**src/rtl/phy_tx_lane_serializer.sv**
```systemverilog
`default_nettype none
`timescale 1ns/1ps
// +--------------------------------------------------------------------+
// | phy_tx_lane_serializer: word FIFO, byte striping, per-lane serialiser|
// | Rev 1.0                                                             |
// +--------------------------------------------------------------------+
module phy_tx_lane_serializer #(
  parameter int         DATA_W = 32,
  parameter int         LANES  = 2,
  parameter int         DEPTH  = 4,
  parameter logic [7:0] COM    = 8'hBC
) (
  input  logic              clk,
  input  logic              reset,
  input  logic [DATA_W-1:0] data_in,
  input  logic              valid_in,
  output logic              ready_out,
  output logic [LANES-1:0]  data_out,
  output logic [LANES-1:0]  valid_out
);
  localparam int BYTES = DATA_W / 8;
  localparam int SLOTS = BYTES / LANES;
  localparam int SW    = (SLOTS > 1) ? $clog2(SLOTS) : 1;
  localparam int AW    = $clog2(DEPTH);
  localparam logic [SW-1:0] LAST_SLOT = SW'(SLOTS - 1);
  localparam logic [SW-1:0] SLOT_ONE  = SW'(1);
  localparam logic [AW:0]   PTR_ONE   = (AW+1)'(1);

  typedef enum logic [0:0] {S_IDLE = 1'b0, S_BUSY = 1'b1} state_t;

  logic [DATA_W-1:0]     r_mem [DEPTH];
  logic [AW:0]           r_wr_ptr;
  logic [AW:0]           r_rd_ptr;
  logic [DATA_W-1:0]     r_word;
  logic [SW-1:0]         r_slot;
  logic [2:0]            r_bit_cnt;
  state_t                r_state;
  logic [LANES-1:0][7:0] r_shreg;
  logic [LANES-1:0]      r_valid;

  logic                  w_full;
  logic                  w_empty;
  logic                  w_push;
  logic                  w_boundary;
  logic                  w_advance;
  logic                  w_pop;
  logic [DATA_W-1:0]     w_src_word;
  logic [SW-1:0]         w_src_slot;
  logic [LANES-1:0][7:0] w_load;

  // Extra pointer MSB distinguishes full from empty when the indices match.
  assign w_full     = (r_wr_ptr[AW] != r_rd_ptr[AW]) &&
                      (r_wr_ptr[AW-1:0] == r_rd_ptr[AW-1:0]);
  assign w_empty    = (r_wr_ptr == r_rd_ptr);
  assign w_push     = valid_in && !w_full;
  assign w_boundary = (r_bit_cnt == 3'd7);
  assign w_advance  = (r_state == S_BUSY) && (r_slot != LAST_SLOT);
  assign w_pop      = w_boundary && !w_advance && !w_empty;
  assign ready_out  = !w_full;
  assign valid_out  = r_valid;

  // Next word/slot to load: continue the held word, else the FIFO head at slot 0.
  assign w_src_word = w_advance ? r_word : r_mem[r_rd_ptr[AW-1:0]];
  assign w_src_slot = w_advance ? (r_slot + SLOT_ONE) : '0;

  for (genvar l = 0; l < LANES; l++) begin : g_lane
    assign w_load[l]   = w_src_word[DATA_W-1-8*(int'(w_src_slot)*LANES + l) -: 8];
    assign data_out[l] = r_shreg[l][7];
  end

  always_ff @(posedge clk) begin
    if (w_push) begin
      r_mem[r_wr_ptr[AW-1:0]] <= data_in;
    end
  end

  always_ff @(posedge clk or negedge reset) begin
    if (!reset) begin
      r_wr_ptr  <= '0;
      r_rd_ptr  <= '0;
      r_word    <= '0;
      r_slot    <= '0;
      r_bit_cnt <= 3'd0;
      r_state   <= S_IDLE;
      r_shreg   <= {LANES{COM}};
      r_valid   <= '0;
    end else begin
      r_bit_cnt <= r_bit_cnt + 3'd1;
      if (w_push) begin
        r_wr_ptr <= r_wr_ptr + PTR_ONE;
      end
      if (w_boundary) begin
        if (w_advance) begin
          r_slot  <= r_slot + SLOT_ONE;
          r_shreg <= w_load;
          r_valid <= '1;
        end else if (w_pop) begin
          r_word   <= w_src_word;
          r_rd_ptr <= r_rd_ptr + PTR_ONE;
          r_slot   <= '0;
          r_state  <= S_BUSY;
          r_shreg  <= w_load;
          r_valid  <= '1;
        end else begin
          r_slot  <= '0;
          r_state <= S_IDLE;
          r_shreg <= {LANES{COM}};
          r_valid <= '0;
        end
      end else begin
        for (int l = 0; l < LANES; l++) begin
          r_shreg[l] <= {r_shreg[l][6:0], 1'b0};
        end
      end
    end
  end

endmodule
`default_nettype wire

```
**config.mk**
```make
export PLATFORM = sky130hd
export DESIGN_NAME = phy_tx_lane_serializer
export DESIGN_NICKNAME = d
export VERILOG_FILES = /design/src/rtl/phy_tx_lane_serializer.sv
export SDC_FILE = /design/constraint.sdc
export NUM_CORES = 1
export LEC_CHECK = 0
export ABC_AREA = 0
export BUFFER_PORTS_ARGS = -buffer_cell sky130_fd_sc_hd__buf_2
export CAP_MARGIN = 20
export CORE_MARGIN = 5
export CORE_UTILIZATION = 51
export CTS_CLUSTER_DIAMETER = 60
export DETAILED_ROUTE_END_ITERATION = 6
export GPL_ROUTABILITY_DRIVEN = 0
export GPL_TIMING_DRIVEN = 0
export PLACE_DENSITY_LB_ADDON = 0.15
export SLEW_MARGIN = 20
export SYNTH_ARGS = -nofsm -noshare
export SYNTH_HDL_FRONTEND = slang
export SYNTH_SLANG_ARGS = --single-unit
```
**constraint.sdc**
```tcl
create_clock -name clk -period 3 [get_ports clk]
set_input_delay 0.6 -clock clk [delete_from_list [all_inputs] [get_ports clk]]
set_output_delay 0.6 -clock clk [all_outputs]
set_load 0.1 [all_outputs]
```
==> metrics.cfg, run 1 <==
[synthesis]
synth_area_per_cell_um2 = 20.3
synth_cell_types = 29
synth_mux_area_share_pct = 14.3
ys_ff_latch = 172
synth_xor_area_share_pct = 0.936
synth_area_leader_cell = edfxtp_1
yosys-top-cells-area = edfxtp_1, dfrtp_1, mux4_2
ys_warn_count = 0
synth_simple_gate_area_share_pct = 2.00
syn_inst = 323
synth_top_family_by_area = multiplexers
ys_seq_area_share_pct = 75.7
synth_top_area_share_pct = 58.7
yosys.area_share.adder_pct = 1.34
synth_compound_area_share_pct = 3.70
synthesis.area_mm2 = 0.00655
syn-num-nets = 365

[clock_network]
post_cts_buffers = 0
ctsHtreeMaxLevel = 4
path_clk_slew_ns = 0.06
numCtsBuffers = 17
cts_resized = 0
clock_latency_ns = 0.42
holdBufCountCts = 0
cts-root-buf = clkbuf_16
clock_sinks = 172
clk_path_buf_depth = 2
tritoncts = yes

[sta]
rsz0062_at_grt = no
max_freq_ghz = 0.401
finalHoldViolCount = 0
finalMaxSlewViolations = 0
whs_ns = 0.171
setup_viol = 0
worst_slew_pin_slew_ns = 0.673
skew_ns = 0.00624
min_period_over_period_pct = 83.2
fin_ws_ns = 0.505
setup_tns_ns = 0
period_needed_ns = 2.49
maxSlewHeadroom_pct = 55.1

[pwr]
power.density_mw_per_mm2 = 1060
p_comb_share_pct = 28.4
switching_power_uw = 2380
intPower_uw = 5810
peakVddDrop_uv = 397
p_seq_share_pct = 43.1
leakagePower_uw = 0.00275
sw_frac_of_total_pct = 29.0
clockPowerShare_pct = 28.5

[die]
ios = 40
dieArea_mm2 = 0.0152
start_util_pct = 51.9
fp.dieH_um = 123
die_w_um = 123
core.rowCount = 41
core_mm2 = 0.0126

[route]
drc = 0
routed_wl_mm = 11.3
wl_per_cell_um = 19.8
drt_iter0_markers = 218
dr.pass1.iters = 4
detail-route-antenna-nets = 0
vias_per_cell = 5.39
dr_total_vias = 3070

[finish]
final_cells = 570
final_common_cell = edfxtp_1
antenna_cells = 0
drive_gt1_share_pct = 36.4
final_cell_mix = edfxtp_1, buf_2, dfrtp_1
nets = 427
syn2layout_area_growth_pct = 17.7

[critical_path]
crit_path_start_kind = register
cpMostUsedCell = buf_2
endpoint_kind = output port
cp_slowest_cell = dfrtp_1
crit_buf_inv = 2
crit_chain = buf_2 -> xnor2_1 -> nand3b_1 -> buf_2
crit_required_ns = 2.40
critPathArrivalTime_ns = 1.89
cp_max_fo = 7
cpPeakStageDelay_ns = 0.37
critPathTopFamily = buffers and inverters
path_class = reg -> out

[placement]
place_inst = 538
hpwl_mm = 7.48
dp_slack_ns = 0.886
port_buffers = 39

[min_path]
hp-class = in -> async

[grt]
track_usage_pct = 16.6
grt_pass1_wl_mm = 17.9
antenna_found_initial = 0
grt_pass1_vias = 3148
grt_max_degree = 45
gr-total-overflow = 0

[run_status]
outcome = complete, no violations

[job]
maxCapViolCount = 0

worst reg2reg max path, cell delays in order, from the launching register on:
cell and delay (ns):
dfrtp_1 0.37, buf_2 0.19, xnor2_1 0.31, nand3b_1 0.24, and3_2 0.48, buf_16 0.25
kinds of logic after synthesis:
group	Yosys count
DFF	172
muxes	51
AOI/OAI and AO/OA	34
buffers and inverters	26
and+or+nand+nor	26
xor gates and xnor gates	7
adders and majority gates	7
worst paths after layout:
check	start	endpoint	slack (ns)	depth (start not counted)
worst min register to register	r_bit_cnt[0]	r_bit_cnt[0]	0.43	1
min in group clk	data_in[21]	r_mem[1][21]	0.39	1
max in group asynchronous	reset	r_shreg[10]	2.44	1
worst max register to register	r_rd_ptr[1]	r_mem[3][30]	0.90	5
worst min-delay path	reset	r_word[12]	0.17	1
worst max-delay path	r_rd_ptr[1]	ready_out	0.51	4
stage by stage:
step / util (%) / area (um2) / total power (uW)
final: 61.1 / 7710 / 8180
after global routing: 61.1 / 7710 / 8600
after CTS: 61.1 / 7710 / 8290
after detailed placement: 56.1 / 7080 / 5950
after global placement: 55.2 / 6960 / 5800
after floorplan: - / 6550 / 5190
layout make-up:
cell class	instances	area, um2
fill	936	4900
timing repair buffer	43	308
multi-input combinational	125	1460
buffer	22	123
sequential	172	4960
clock buffer	24	472
clock inverter	8	163
inverter	4	15.0
tap	172	215
cells in the mapped netlist:
master     number
a31oi_1         2
a22oi_1         4
a21oi_1         4
dfstp_2        10
buf_6           2
ha_1            7
clkbuf_1       10
o2bb2ai_1      10
xor2_1          2
mux2_1          1
a32o_1          2
nand2_1         3
nor2b_1         1
mux2_2         18
edfxtp_1      128
nand2b_1        1
xnor2_1         5
buf_2           5
nor3_1         10
dfrtp_1        34
buf_4           5
nand3b_1        1
a311oi_2        1
nor2_1          5
a21o_1          1
mux4_2         32
and3_1          5
o21ai_0        10
inv_1           4
power by group through the flow:
stage | clock (uW) | combinational [uW] | sequential (uW)
global placement | 0 | 2230 | 3570
CTS | 2380 | 2380 | 3540
finish | 2330 | 2330 | 3530
floorplan | 0 | 1650 | 3550
detailed placement | 0 | 2370 | 3580
global route | 2490 | 2520 | 3590
registers in the layout, summed over array words and instances, names as in the netlist:
| name | flops |
|---|---|
| data_out | 2 |
| r_bit_cnt | 3 |
| r_mem | 128 |
| r_rd_ptr | 3 |
| r_shreg | 14 |
| r_slot | 1 |
| r_state | 1 |
| r_word | 16 |
| r_wr_ptr | 3 |
| valid_out | 1 |
layer usage:
metal	vias up	global-route usage [%]	wire, um
met5	-	0	0
met4	0	7.61	249
met3	20	4.44	485
met2	62	23.4	5220
met1	1571	24.3	5330
li1	1417	-	-
No activity file was read; power rests on OpenSTA's default activity.
==> run 2: changes to the inputs <==
- ABC_AREA: 0 -> 1
- clock period: 3 -> 2.4 ns (I/O delays scaled with it)
==> metrics.cfg, run 2 <==
[run_status]
outcome = complete, no violations

[placement]
port_buffers = 39  ; unchanged
hpwl_mm = 9.46  ; +26%
place_area_mm2 = 0.00750  ; +5.9%
dp_slack_ns = -0.140  ; -1.03 ns
place_inst = 846  ; +57%

[grt]
antenna_found_initial = 0  ; unchanged
grt_max_degree = 45  ; unchanged
track_usage_pct = 19.3  ; +2.7 points
grt_pass1_vias = 4430  ; +41%
gr-total-overflow = 0  ; unchanged
grt_pass1_wl_mm = 23.6  ; +32%

[critical_path]
cp_slowest_cell = dfrtp_1
cpMostUsedCell = nand2_2
crit_required_ns = 1.92  ; -0.48 ns
cp_max_fo = 10  ; +3
critPathArrivalTime_ns = 1.86  ; -0.03 ns
endpoint_kind = output port
path_class = reg -> out
crit_chain = inv_2 -> buf_6 -> nand2_2 -> nand2_2 -> nand4_1 -> buf_4
cpPeakStageDelay_ns = 0.43  ; +0.06 ns
crit_path_start_kind = register

[clock_network]
clock_sinks = 172  ; unchanged
ctsHtreeMaxLevel = 4  ; unchanged
cts-root-buf = clkbuf_16
clk_path_buf_depth = 2  ; unchanged
path_clk_slew_ns = 0.06  ; about the same
clock_latency_ns = 0.42  ; about the same
tritoncts = yes
numCtsBuffers = 17  ; unchanged

[synthesis]
syn_inst = 630  ; +95%
ys_warn_count = 0  ; unchanged
synth_top_area_share_pct = 54.8  ; -3.9 points
synth_commonest_cells = nand2_1, edfxtp_1, nor2_1
synth_mux_area_share_pct = 0  ; -14 points
ys_seq_area_share_pct = 70.7  ; -5.0 points
yosys.area_share.adder_pct = 1.25  ; -0.088 points
syn-num-nets = 672  ; +84%
synthesis.area_mm2 = 0.00702  ; +7.1%
ys_ff_latch = 172  ; unchanged
synth_most_common_cell = nand2_1
synthFlopType = edfxtp_1
synth_simple_gate_area_share_pct = 17.3  ; +15 points
synth_enable_flop_cells = 128  ; unchanged
ys_async_sr_fraction_pct = 25.6  ; unchanged
yosys-top-cells-area = edfxtp_1, dfrtp_1, nand2_1
synth_top_family_by_area = simple AND/OR/NAND/NOR gates
synth_xor_area_share_pct = 0.606  ; -0.33 points
synth_compound_area_share_pct = 4.51  ; +0.81 points
synth_area_per_cell_um2 = 11.1  ; -45%
synth_cell_types = 27  ; -6.9%
synth_area_leader_cell = edfxtp_1

[die]
die_w_um = 127  ; +3.2%
core_mm2 = 0.0133  ; +5.8%
fp.dieH_um = 127  ; +3.2%
core.rowCount = 42  ; +2.4%
ios = 40  ; unchanged
start_util_pct = 52.6  ; +0.64 points
dieArea_mm2 = 0.0162  ; +6.5%

[sta]
maxSlewHeadroom_pct = 54.3  ; -0.82 points
skew_ns = 0.00513  ; -0.00111 ns
setup_viol = 0  ; unchanged
min_period_over_period_pct = 97.5
rsz0062_at_grt = yes
max_freq_ghz = 0.427
period_needed_ns = 2.34
worst_slew_pin_slew_ns = 0.684  ; +0.0107 ns
fin_ws_ns = 0.0599  ; -0.445 ns
finalHoldViolCount = 0  ; unchanged
setup_tns_ns = 0  ; unchanged
finalMaxSlewViolations = 0  ; unchanged

[pwr]
peakVddDrop_uv = 570  ; +43%
power.density_mw_per_mm2 = 1260  ; +18%
leakagePower_uw = 0.00334  ; +22%

[finish]
syn2layout_area_growth_pct = 15.6
fillCellCount = 1120  ; +20%
drive_gt1_share_pct = 16.6  ; -20 points
largest_register_ffs = 128  ; unchanged
antenna_cells = 0  ; unchanged
final_cells = 882  ; +55%
stdcell_area_mm2 = 0.00811  ; +5.1%
nets = 735  ; +72%
final_cell_mix = nand2_1, edfxtp_1, nor2_1
final_common_cell = nand2_1

[route]
routed_wl_mm = 14.9  ; +32%
drt_iter0_markers = 246  ; +13%
vias_per_cell = 5.15  ; -4.5%
dr.pass1.iters = 5  ; +1
detail-route-antenna-nets = 0  ; unchanged
wl_per_cell_um = 16.9  ; -15%
dr_total_vias = 4538  ; +48%
drc = 0  ; unchanged

[min_path]
hp-class = in -> async

[job]
maxCapViolCount = 0  ; unchanged

==> run 2: cell count changes after synthesis, sizes merged, moves of 19 or more <==
cell,change
nand2,+132
nor2,+96
nand3,+58
inv,+50
mux4,-32
o21ai,+30
mux2,-19
==> run 2: cell type report <==
| class | instances | area [um2] | share of cell area, % |
|---|---|---|---|
| plain buffers | 35 | 198 | 2.44 |
| clock buffers | 22 | 444 | 5.48 |
| clock inverters | 10 | 75.1 | 0.926 |
| inverters | 54 | 205 | 2.53 |
| multi-input cells | 370 | 1710 | 21.0 |
| flip-flops and latches | 172 | 4960 | 61.1 |
| well taps | 176 | 220 | 2.72 |
| repair buffers | 43 | 303 | 3.73 |
==> run 2: where the power goes <==
group          leakage [uW]  total, uW  internal [uW]  switching (uW)
clock              0.000252       2420           1410            1020
sequential          0.00167       4340           4080             254
combinational       0.00141       3430           1010            2420
total               0.00334      10200           6490            3690
==> run 2: routing by layer <==
metal | up-vias | global-route usage [%] | routed length (um)
met5 | - | 0 | 0
li1 | 2221 | - | -
met1 | 2183 | 26.0 | 6650
met3 | 26 | 4.22 | 632
met4 | 0 | 7.57 | 320
met2 | 108 | 30.8 | 7300
==> run 2: path summary, 6_finish.rpt <==
| kind | from | end | cells past startpoint | slack [ns] |
|---|---|---|---|---|
| setup reg to reg | r_rd_ptr[0] | r_mem[0][22] | 8 | 0.10 |
| hold reg to reg | r_bit_cnt[0] | r_bit_cnt[0] | 1 | 0.43 |
| min in group clk | data_in[30] | r_mem[0][30] | 1 | 0.27 |
| hold / removal | reset | r_bit_cnt[0] | 1 | 0.05 |
| max in group asynchronous | reset | r_word[0] | 1 | 1.96 |
| setup / recovery | r_rd_ptr[0] | ready_out | 6 | 0.06 |
==> run 2: what timing repair did <==
item,CTS,global route
pin swaps,4,1
endpoints found under the setup margin,97,36
cloned,0,1
setup buffers,0,1
hold buffers,0,0
hold endpoints to repair,0,0
resized for setup,0,3
==> run 2: through the flow <==
step / utilization (%) / total power [uW] / hold WS [ns]
6_report: 60.8 / 10200 / 0.0490
3_3_place_gp: 56.0 / 7600 / 0.413
3_5_place_dp: 56.2 / 7730 / 0.426
4_1_cts: 60.1 / 10200 / 0.234
5_1_grt: 60.8 / 10900 / 0.0797
2_1_floorplan: - / 6650 / 0.184
==> run 2: cells by family (layout without fill, tap and decap cells) <==
family	count (synthesis)	in the layout
adders and majority gates	7	7
AOI/OAI and AO/OA	62	62
DFF	172	172
and+or+nand+nor	296	297
xor gates and xnor gates	4	4
buffers and inverters	89	164
==> run 2: critical path: cells and delay by family, from the launching register on <==
| kind | cells | cell delay, ns |
|---|---|---|
| buffers and inverters | 3 | 0.60 |
| and+or+nand+nor | 3 | 0.41 |
| DFF | 1 | 0.43 |
